===== config.mk =====
export PLATFORM = sky130hd
export DESIGN_NAME = roach_dram_arbiter_flat
export DESIGN_NICKNAME = d
export VERILOG_FILES = /design/src/rtl/roach_dram_arbiter_if.sv /design/src/rtl/roach_dram_arbiter.sv /design/src/flat_wrapper.sv
export SDC_FILE = /design/constraint.sdc
export NUM_CORES = 1
export LEC_CHECK = 0
export BUFFER_PORTS_ARGS = -buffer_cell sky130_fd_sc_hd__buf_4
export CORE_AREA = 2 2 702 704
export CTS_CLUSTER_DIAMETER = 40
export DETAILED_ROUTE_END_ITERATION = 16
export DIE_AREA = 0 0 704 706
export PLACE_DENSITY_LB_ADDON = 0.05
export SLEW_MARGIN = 10
export SYNTH_ARGS = -nofsm -noshare
export SYNTH_HDL_FRONTEND = slang
export SYNTH_SLANG_ARGS = --single-unit

===== constraint.sdc =====
create_clock -name clk -period 2.5 [get_ports clk]
set_input_delay 0 -clock clk [delete_from_list [all_inputs] [get_ports clk]]
set_output_delay 0 -clock clk [all_outputs]
set_load 0.005 [all_outputs]

===== src/rtl/roach_dram_arbiter_if.sv =====
// rtl/roach_dram_arbiter_if.sv - one client's command and read-return port on the DRAM arbiter
interface roach_dram_arbiter_if #(
  parameter int ADDR_WIDTH = 25,
  parameter int DATA_WIDTH = 288
);
  logic                  valid;
  logic                  rwn;
  logic [ADDR_WIDTH-1:0] addr;
  logic [DATA_WIDTH-1:0] wdata;
  logic                  last;
  logic                  ready;
  logic [DATA_WIDTH-1:0] rdata;
  logic                  rvalid;

  modport master (
    output valid, rwn, addr, wdata, last,
    input  ready, rdata, rvalid
  );

  modport slave (
    input  valid, rwn, addr, wdata, last,
    output ready, rdata, rvalid
  );
endinterface


===== src/rtl/roach_dram_arbiter.sv =====
// rtl/roach_dram_arbiter.sv - round-robin burst arbiter sharing the ROACH2 DRAM port between two clients
module roach_dram_arbiter #(
  parameter int ADDR_WIDTH = 25,
  parameter int MAX_BURST  = 64,
  parameter int TAG_DEPTH  = 16,
  parameter int RD_BEATS   = 2
) (
  input  logic                  clk,
  input  logic                  rst,
  roach_dram_arbiter_if.slave   a,
  roach_dram_arbiter_if.slave   b,
  output logic [ADDR_WIDTH-1:0] dram_addr,
  output logic [287:0]          dram_wdata,
  output logic                  dram_rwn,
  output logic                  dram_cmd_valid,
  input  logic                  dram_cmd_ack,
  input  logic [287:0]          dram_rd_data,
  input  logic                  dram_rd_valid,
  output logic [1:0]            grant,
  output logic                  rd_err
);

  localparam int TAG_AW = (TAG_DEPTH > 1) ? $clog2(TAG_DEPTH) : 1;
  localparam int CNT_W  = $clog2(MAX_BURST + 1);
  localparam int BEAT_W = $clog2(RD_BEATS + 1);

  // State encoding doubles as the one-hot {B,A} grant output.
  typedef enum logic [1:0] {
    IDLE    = 2'b00,
    GRANT_A = 2'b01,
    GRANT_B = 2'b10
  } state_t;

  state_t           state;
  logic             ptr_b;
  logic [CNT_W-1:0] burst_cnt;

  logic [TAG_DEPTH-1:0] tag_mem;
  logic [TAG_AW:0]      wr_ptr;
  logic [TAG_AW:0]      rd_ptr;
  logic [BEAT_W-1:0]    beat_cnt;

  logic tag_empty;
  logic tag_full;
  logic tag_head;
  logic sel_last;
  logic accept;
  logic release_burst;
  logic push;
  logic last_beat;

  assign tag_empty = (wr_ptr == rd_ptr);
  assign tag_full  = (wr_ptr[TAG_AW] != rd_ptr[TAG_AW]) &&
                     (wr_ptr[TAG_AW-1:0] == rd_ptr[TAG_AW-1:0]);
  assign tag_head  = tag_mem[rd_ptr[TAG_AW-1:0]];

  always_comb begin
    dram_addr      = '0;
    dram_wdata     = '0;
    dram_rwn       = 1'b1;
    dram_cmd_valid = 1'b0;
    sel_last       = 1'b0;
    case (state)
      GRANT_A: begin
        dram_addr      = a.addr;
        dram_wdata     = a.wdata;
        dram_rwn       = a.rwn;
        dram_cmd_valid = a.valid & ~(a.rwn & tag_full);
        sel_last       = a.last;
      end
      GRANT_B: begin
        dram_addr      = b.addr;
        dram_wdata     = b.wdata;
        dram_rwn       = b.rwn;
        dram_cmd_valid = b.valid & ~(b.rwn & tag_full);
        sel_last       = b.last;
      end
      default: ;
    endcase
  end

  assign accept        = dram_cmd_valid & dram_cmd_ack;
  assign release_burst = accept & (sel_last | (burst_cnt == CNT_W'(MAX_BURST - 1)));
  assign push          = accept & dram_rwn;
  assign last_beat     = (beat_cnt == BEAT_W'(RD_BEATS - 1));

  assign a.ready = (state == GRANT_A) & accept;
  assign b.ready = (state == GRANT_B) & accept;
  assign grant   = state;

  // Read data is steered purely by the oldest outstanding tag; no extra pipeline stage.
  assign a.rdata  = dram_rd_data;
  assign b.rdata  = dram_rd_data;
  assign a.rvalid = dram_rd_valid & ~tag_empty & ~tag_head;
  assign b.rvalid = dram_rd_valid & ~tag_empty &  tag_head;

  always_ff @(posedge clk) begin
    if (rst) begin
      state     <= IDLE;
      ptr_b     <= 1'b0;
      burst_cnt <= '0;
    end else begin
      case (state)
        IDLE: begin
          burst_cnt <= '0;
          if (a.valid && (!ptr_b || !b.valid)) begin
            state <= GRANT_A;
          end else if (b.valid && (ptr_b || !a.valid)) begin
            state <= GRANT_B;
          end
        end
        GRANT_A, GRANT_B: begin
          if (release_burst) begin
            state     <= IDLE;
            ptr_b     <= (state == GRANT_A);
            burst_cnt <= '0;
          end else if (accept) begin
            burst_cnt <= burst_cnt + CNT_W'(1);
          end
        end
        default: state <= IDLE;
      endcase
    end
  end

  always_ff @(posedge clk) begin
    if (push) begin
      tag_mem[wr_ptr[TAG_AW-1:0]] <= (state == GRANT_B);
    end
  end

  // A full FIFO keeps stalling reads even when a pop lands the same cycle.
  always_ff @(posedge clk) begin
    if (rst) begin
      wr_ptr   <= '0;
      rd_ptr   <= '0;
      beat_cnt <= '0;
      rd_err   <= 1'b0;
    end else begin
      if (push) begin
        wr_ptr <= wr_ptr + (TAG_AW + 1)'(1);
      end
      if (dram_rd_valid) begin
        if (tag_empty) begin
          rd_err <= 1'b1;
        end else if (last_beat) begin
          beat_cnt <= '0;
          rd_ptr   <= rd_ptr + (TAG_AW + 1)'(1);
        end else begin
          beat_cnt <= beat_cnt + BEAT_W'(1);
        end
      end
    end
  end

endmodule


===== src/flat_wrapper.sv =====
// flat-port wrapper written by rule: the top's interface ports become plain ports
module roach_dram_arbiter_flat 
#(
  parameter int ADDR_WIDTH = 25,
  parameter int MAX_BURST  = 64,
  parameter int TAG_DEPTH  = 16,
  parameter int RD_BEATS   = 2
)
  (clk, rst, dram_addr, dram_wdata, dram_rwn, dram_cmd_valid, dram_cmd_ack, dram_rd_data, dram_rd_valid, grant, rd_err, a_valid, a_rwn, a_addr, a_wdata, a_last, a_ready, a_rdata, a_rvalid, b_valid, b_rwn, b_addr, b_wdata, b_last, b_ready, b_rdata, b_rvalid);
  roach_dram_arbiter_if #(.ADDR_WIDTH(ADDR_WIDTH)) a_i ();
  roach_dram_arbiter_if #(.ADDR_WIDTH(ADDR_WIDTH)) b_i ();
  input  logic clk;
  input  logic rst;
  output logic [ADDR_WIDTH-1:0] dram_addr;
  output logic [287:0] dram_wdata;
  output logic dram_rwn;
  output logic dram_cmd_valid;
  input  logic dram_cmd_ack;
  input  logic [287:0] dram_rd_data;
  input  logic dram_rd_valid;
  output logic [1:0] grant;
  output logic rd_err;
  input wire logic [$bits(a_i.valid)-1:0] a_valid;
  input wire logic [$bits(a_i.rwn)-1:0] a_rwn;
  input wire logic [$bits(a_i.addr)-1:0] a_addr;
  input wire logic [$bits(a_i.wdata)-1:0] a_wdata;
  input wire logic [$bits(a_i.last)-1:0] a_last;
  output wire logic [$bits(a_i.ready)-1:0] a_ready;
  output wire logic [$bits(a_i.rdata)-1:0] a_rdata;
  output wire logic [$bits(a_i.rvalid)-1:0] a_rvalid;
  input wire logic [$bits(b_i.valid)-1:0] b_valid;
  input wire logic [$bits(b_i.rwn)-1:0] b_rwn;
  input wire logic [$bits(b_i.addr)-1:0] b_addr;
  input wire logic [$bits(b_i.wdata)-1:0] b_wdata;
  input wire logic [$bits(b_i.last)-1:0] b_last;
  output wire logic [$bits(b_i.ready)-1:0] b_ready;
  output wire logic [$bits(b_i.rdata)-1:0] b_rdata;
  output wire logic [$bits(b_i.rvalid)-1:0] b_rvalid;
  assign a_i.valid = a_valid;
  assign a_i.rwn = a_rwn;
  assign a_i.addr = a_addr;
  assign a_i.wdata = a_wdata;
  assign a_i.last = a_last;
  assign a_ready = a_i.ready;
  assign a_rdata = a_i.rdata;
  assign a_rvalid = a_i.rvalid;
  assign b_i.valid = b_valid;
  assign b_i.rwn = b_rwn;
  assign b_i.addr = b_addr;
  assign b_i.wdata = b_wdata;
  assign b_i.last = b_last;
  assign b_ready = b_i.ready;
  assign b_rdata = b_i.rdata;
  assign b_rvalid = b_i.rvalid;
  roach_dram_arbiter #(.ADDR_WIDTH(ADDR_WIDTH), .MAX_BURST(MAX_BURST), .TAG_DEPTH(TAG_DEPTH), .RD_BEATS(RD_BEATS)) u_core (.clk(clk), .rst(rst), .a(a_i), .b(b_i), .dram_addr(dram_addr), .dram_wdata(dram_wdata), .dram_rwn(dram_rwn), .dram_cmd_valid(dram_cmd_valid), .dram_cmd_ack(dram_cmd_ack), .dram_rd_data(dram_rd_data), .dram_rd_valid(dram_rd_valid), .grant(grant), .rd_err(rd_err));
endmodule

==> results of run 1 <==
-- kinds of logic after synthesis --
| group | count (synthesis) | synth area share |
|---|---|---|
| DFF | 39 | 0.08461 |
| xor gates and xnor gates | 14 | 0.01170 |
| adders and majority gates | 9 | 0.01013 |
| and+or+nand+nor | 393 | 0.2137 |
| AOI/OAI and AO/OA | 344 | 0.2324 |
| buffers and inverters | 697 | 0.4313 |
| muxes | 11 | 0.01620 |
-- worst paths after layout --
check                           slack (ns)             endpoint  cells after the start
worst max-delay path                  0.03       dram_wdata[36]                      7
worst max register to register        0.21     u_core.wr_ptr[4]                      9
worst min-delay path              0.000003         a_rdata[231]                      0
worst min register to register        0.45  u_core.burst_cnt[6]                      2
-- flip-flops by register name, summed over array words and instances, names as in the netlist --
register / flops
u_core.grant: 2
u_core.beat_cnt: 2
u_core.burst_cnt: 7
u_core.wr_ptr: 5
u_core.rd_err: 1
u_core.ptr_b: 1
u_core.rd_ptr: 5
u_core.tag_mem: 16
-- power groups by stage --
| stage | Sequential, uW | Combinational, uW | Clock [uW] |
|---|---|---|---|
| floorplan | 737 | 4650 | 0 |
| global placement | 742 | 12300 | 0 |
| detailed placement | 741 | 12300 | 0 |
| CTS | 728 | 13100 | 784 |
| global route | 733 | 13500 | 785 |
| finish | 728 | 12600 | 715 |
-- cell usage after synthesis (7+ instances only) --
| cell | count | area, sq um |
|---|---|---|
| clkbuf_1 | 103 | 386.6 |
| nand2_1 | 12 | 45.04 |
| nor2_1 | 25 | 93.84 |
| ha_1 | 9 | 112.6 |
| a21oi_1 | 8 | 40.04 |
| buf_4 | 576 | 4324 |
| and3_1 | 14 | 87.58 |
| edfxtp_1 | 16 | 480.5 |
| a22oi_1 | 314 | 2357 |
| dfxtp_1 | 23 | 460.4 |
| nand3_1 | 7 | 35.03 |
| xnor2_1 | 11 | 96.34 |
| inv_1 | 9 | 33.78 |
| nor2b_1 | 318 | 1989 |
-- what timing repair did --
action                                  in CTS  in global routing
endpoints found under the hold margin        1                  0
endpoints found under the setup margin     125                 42
hold buffers                                 1                  0
cloned                                       4                  2
buffers inserted                            13                  3
gates resized for setup                     51                  6
pin swaps                                    5                  2
-- stage by stage --
stage / total power (uW) / worst slack (ns) / hold slack (ns)
finish: 14010 / 0.03082 / 0.000002532
global route: 14990 / 0.001972 / 0.00001098
CTS: 14590 / -0.08158 / 0.00005116
detailed placement: 13000 / -0.1096 / 0.00005116
global placement: 13050 / -0.05997 / 0.00005116
floorplan: 5392 / 0.2568 / 0.08082
-- final cells by class --
cell class              instances  area share
diodes                         12    0.001268
clock buffers                   7    0.005600
clock inverters                 1   0.0002113
inverters                       9    0.001427
multi-input cells             771      0.2360
flip-flops and latches         39     0.03984
well taps                    6475      0.3421
repair buffers               1111      0.3735
-- layer usage --
metal,share of wire,vias up,global-route usage
li1,-,5470,-
met1,0.38,6483,0.1076
met2,0.42,1499,0.1469
met3,0.18,276,0.08607
met4,0.014,70,0.01030
met5,0.0038,-,0.008747
-- layout by cell type (no fill, tap or decap), types with 5 or more instances in the layout --
cell and count:
buf_4 1076, nor2b_1 308, a22oi_1 287, a22oi_2 27, nor2_1 25, dfxtp_1 21, buf_12 17, edfxtp_1 16
and3_1 14, diode_2 12, xnor2_1 11, nand2_1 11, nor2b_2 9, a21oi_1 8, inv_1 7, nand3_1 7
clkbuf_16 7, buf_16 7, ha_1 6, mux4_2 5
-- critical path, delay by kind of cell (launching register included) --
family | cells | cell delay, ns
flops | 1 | 0.33
compound gates | 1 | 0.69
fa+ha+maj | 1 | 0.21
simple gates | 1 | 0.13
buf+inv | 4 | 0.72
==> impl_metrics.ini, run 1 <==
[grt]
grt_pass1_vias = 14120
grt_max_degree = 81
grt_pass1_wl_mm = 293.3
track_usage = 0.09866
antenna_found_initial = 104
overflow = 0

[finish]
fin_util = 0.04842
multiInputGateArea_sq_mm = 0.005589
fillers = 58170
stdcell_count = 8425
drive_gt1_frac = 0.6063
register_area_sq_um = 943.4
fin_area_sq_mm = 0.02368
layout.nets = 2870
syn2layout_area_growth_pct = 113.0

[pwr]
p_per_area_mw_per_mm2 = 591.6
p_comb_frac = 0.897
leakagePower_uw = 0.007279
p_switching_uw = 8056
swShare = 0.5750
p_int_uw = 5954
ir_drop_uv = 530.1
power.clock.fraction = 0.051
seq_power_share = 0.052

[setup_path]
endpoint_kind = output pin
critPathLaunchType = flop
crit_top_cell = buf_4
max_stage_delay_ns = 0.69
path_class = flop to output pin
path_cells = buf_4, ha_4, buf_16, buf_4, a22oi_1, nor2b_1, buf_4
crit_arrival_ns = 2.47
crit_path_start = u_core.grant[0]
crit_required_ns = 2.50
r2r-start = u_core.grant[0]
cp_slowest_cell = a22oi_1
worstPathMaxFanout = 11

[timing]
rsz0062_at_grt = false
tightest_slew_ns = 0.8977
finalCriticalPeriod_ns = 2.469
hold_violations = 0
fin_worst_skew_ns = 0.006897
timing.final.crit_share = 0.9877
totalNegativeSetupSlack_ns = 0
maxSlewViolCount = 0
setup_viol = 0
fmaxAchievable_ghz = 0.4050
slew_headroom = 0.4015

[yosys]
ys.flop_type = dfxtp_1
syn_area_per_cell_sq_um = 7.379
synth_nets = 2440
synth_cells = 1507
ys_warn_count = 0
seq_area_frac_synth = 0.08461
synth.distinct_cells = 44
synth_edf_count = 16
ys_ff_latch = 39
ys_async_sr_fraction = 0
syn_area_sq_mm = 0.01112

[route]
first_pass_iters = 5
finalWirelength_mm = 258.3
dr.first_iter.drc_count = 824
via_per_inst = 1.638
ant_nets = 0
drc = 0
wl_per_cell_um = 30.66
vias = 13800

[status]
status = finished clean

[clock_tree]
insertion_delay_ns = 0.32
cts_tree = done
root_buffer = clkbuf_16
htreeDepth = 2
clk_path_buf_depth = 2
path_clk_slew_ns = 0.07
clock_sinks = 39
cts_buffers = 5

[placed_design]
dp_hpwl_mm = 236.2
dpl_cell_area_sq_mm = 0.02292
port_buffers = 957
globalplace.congestion = 0.7916
dp.cells = 8382

[die]
coreArea_sq_mm = 0.4891
die_area_sq_mm = 0.4970
rows = 257
die_w_um = 704
initial_utilization = 0.02274
fp.dieH_um = 706
boundaryPins = 1822

[min_path]
hp-class = primary input to output pin
holdCritStartpoint = dram_rd_data[231]

[flow_run]
maxCapViolCount = 0
Note: power is estimated with default switching activity, not from simulation.
==> run 2: changes to the inputs <==
--- a/config.mk
+++ b/config.mk
@@ -6,11 +6,13 @@
 export NUM_CORES = 1
 export LEC_CHECK = 0
 export BUFFER_PORTS_ARGS = -buffer_cell sky130_fd_sc_hd__buf_4
+export CAP_MARGIN = 0
 export CORE_AREA = 2 2 702 704
 export CTS_CLUSTER_DIAMETER = 40
 export DETAILED_ROUTE_END_ITERATION = 16
 export DIE_AREA = 0 0 704 706
-export PLACE_DENSITY_LB_ADDON = 0.05
+export PLACE_DENSITY_LB_ADDON = 0.12
+export SETUP_SLACK_MARGIN = 0.15
 export SLEW_MARGIN = 10
 export SYNTH_ARGS = -nofsm -noshare
 export SYNTH_HDL_FRONTEND = slang
==> impl_metrics.ini, run 2 (synthesis results as in run 1) <==
[setup_path]
crit_buf_inv = 5
path_cells = clkinvlp_4, ha_4, buf_16, buf_16, buf_16, a22oi_2, nor2b_1, buf_4
crit_top_cell = buf_16
crit_required_ns = 2.50
max_stage_delay_ns = 0.65
ff2ff_path_depth = 13
r2r-start = u_core.grant[1]
crit_arrival_ns = 2.62
endpoint_kind = output pin
r2r_slack_ns = -0.01
critPathLaunchType = flop
path_class = flop to output pin
cp_slowest_cell = a22oi_2
r2r-end = u_core.tag_mem[6]
worstPathMaxFanout = 6
cp_top_family = buffers and inverters

[status]
status = finished with violations
violations = setup timing

[clock_tree]
insertion_delay_ns = 0.30
cts_buffers = 5
clock_sinks = 39
cts_tree = done
root_buffer = clkbuf_16
htreeDepth = 2
clk_path_buf_depth = 2
path_clk_slew_ns = 0.07

[pwr]
ir_drop_uv = 350.9
p_per_area_mw_per_mm2 = 829.0
leakagePower_uw = 0.009089

[route]
drc = 0
via_per_inst = 1.797
wl_per_cell_um = 38.11
first_pass_iters = 5
dr.first_iter.drc_count = 1096
finalWirelength_mm = 325.4
vias = 15340
ant_nets = 0

[grt]
grt_pass1_wl_mm = 356.1
track_usage = 0.1225
antenna_found_initial = 195
grt_pass1_vias = 15180
grt_max_degree = 58
overflow = 0

[timing]
timing.final.crit_share = 1.049
final.setup.worst_slack_ns = -0.1231
totalNegativeSetupSlack_ns = -1.025
whs_ns = 0.000002715
slew_headroom = 0.4407
rsz0062_at_grt = true
finalCriticalPeriod_ns = 2.623
hold_violations = 0
fmaxAchievable_ghz = 0.3812
tightest_slew_ns = 0.8389
fin_worst_skew_ns = 0.006183
setup_viol = 24
maxSlewViolCount = 0

[flow_run]
maxCapViolCount = 0

[min_path]
hp-class = primary input to output pin
min_path_cells = 0
min_delay_worst_endpoint = b_rdata[57]
holdCritStartpoint = dram_rd_data[57]

[die]
boundaryPins = 1822
coreArea_sq_mm = 0.4891
initial_utilization = 0.02274
die_area_sq_mm = 0.4970
fp.dieH_um = 706
rows = 257
die_w_um = 704

[placed_design]
dp_hpwl_mm = 280.0
port_buffers = 957
dpl_cell_area_sq_mm = 0.02257
globalplace.congestion = 0.8876

[finish]
largest_reg_flops = 16
fillers = 57510
final_common_cell = buf_4
layout.nets = 2954
fin_area_sq_mm = 0.02978
syn2layout_area_growth_pct = 167.8
drive_gt1_frac = 0.8136
layout_common_cells = buf_4 (807), buf_6 (205), nor2b_4 (188), a22oi_1 (169), a22oi_2 (145)
run 2: changes by cell type in the layout (fill, tap and decap cells not counted), sizes merged:
cell	delta
buf	+73
bufinv	+1
clkbuf	+9
clkinv	+1
clkinvlp	+1
diode	+28
inv	-1
run 2: worst reg2reg max path: cells and delay by family (launching register included):
family                     cells  cell delay (ns)
adders and majority gates      1             0.30
DFF                            1             0.38
AOI/OAI and AO/OA              2             0.28
buffers and inverters          7             0.88
and+or+nand+nor                3             0.38
run 2: how the worst max path moves through the flow:
stage	end	slack, ns	depth (start not counted)	start
floorplan	u_core.tag_mem[0]	0.26	8	u_core.grant[0]
global placement	dram_wdata[17]	-0.91	8	u_core.grant[1]
detailed placement	dram_wdata[21]	-0.72	8	u_core.grant[1]
CTS	dram_wdata[21]	-0.13	8	u_core.grant[1]
global route	dram_wdata[12]	-0.11	8	u_core.grant[1]
finish	dram_wdata[14]	-0.12	8	u_core.grant[1]
run 2: timing repair:
action | 4_1_cts | 5_1_grt
setup buffers | 69 | 31
hold endpoints to repair | 1 | 0
pin swaps | 56 | 54
gates resized for setup | 580 | 425
endpoints found under the setup margin | 326 | 241
cloned | 49 | 17
hold buffers | 1 | 0
run 2: power breakdown:
part | internal, uW | leakage, uW | switching, uW
Combinational | 11100 | 0.00867 | 12000
Sequential | 711 | 0.000334 | 25.8
Clock | 472 | 0.0000840 | 302
Total | 12300 | 0.00909 | 12400
run 2: final cells by class:
cell class                 instances  area (sq um)  share of cell area
tap                             6475          8102              0.2720
clock buffer                       5         125.1            0.004201
multi-input combinational        771          7941              0.2666
timing repair buffer            1195         12490              0.4193
inverter                           9         37.54            0.001260
sequential                        39         945.9             0.03176
clock inverter                     3         43.79            0.001470
antenna                           40         100.1            0.003361
run 2: metrics by stage:
stage / worst slack, ns / utilization / total power [uW] / cells
final: -0.1231 / 0.06090 / 24690 / 8537
after global routing: -0.1137 / 0.06074 / 25750 / 8506
after CTS: -0.1338 / 0.05561 / 21750 / 8449
after detailed placement: -0.7179 / 0.04615 / 12570 / 8323
after global placement: -0.9100 / 0.04608 / 12580 / 8320
after floorplan: 0.2568 / - / 5392 / 1507
run 2: routing by layer:
| metal | GRT usage | vias to the layer above | wire length [um] |
|---|---|---|---|
| met3 | 0.1216 | 416 | 68050 |
| met4 | 0.01734 | 104 | 7140 |
| met2 | 0.1747 | 1935 | 130500 |
| met1 | 0.1286 | 7170 | 118300 |
| met5 | 0.01605 | - | 1433 |
| li1 | - | 5715 | - |
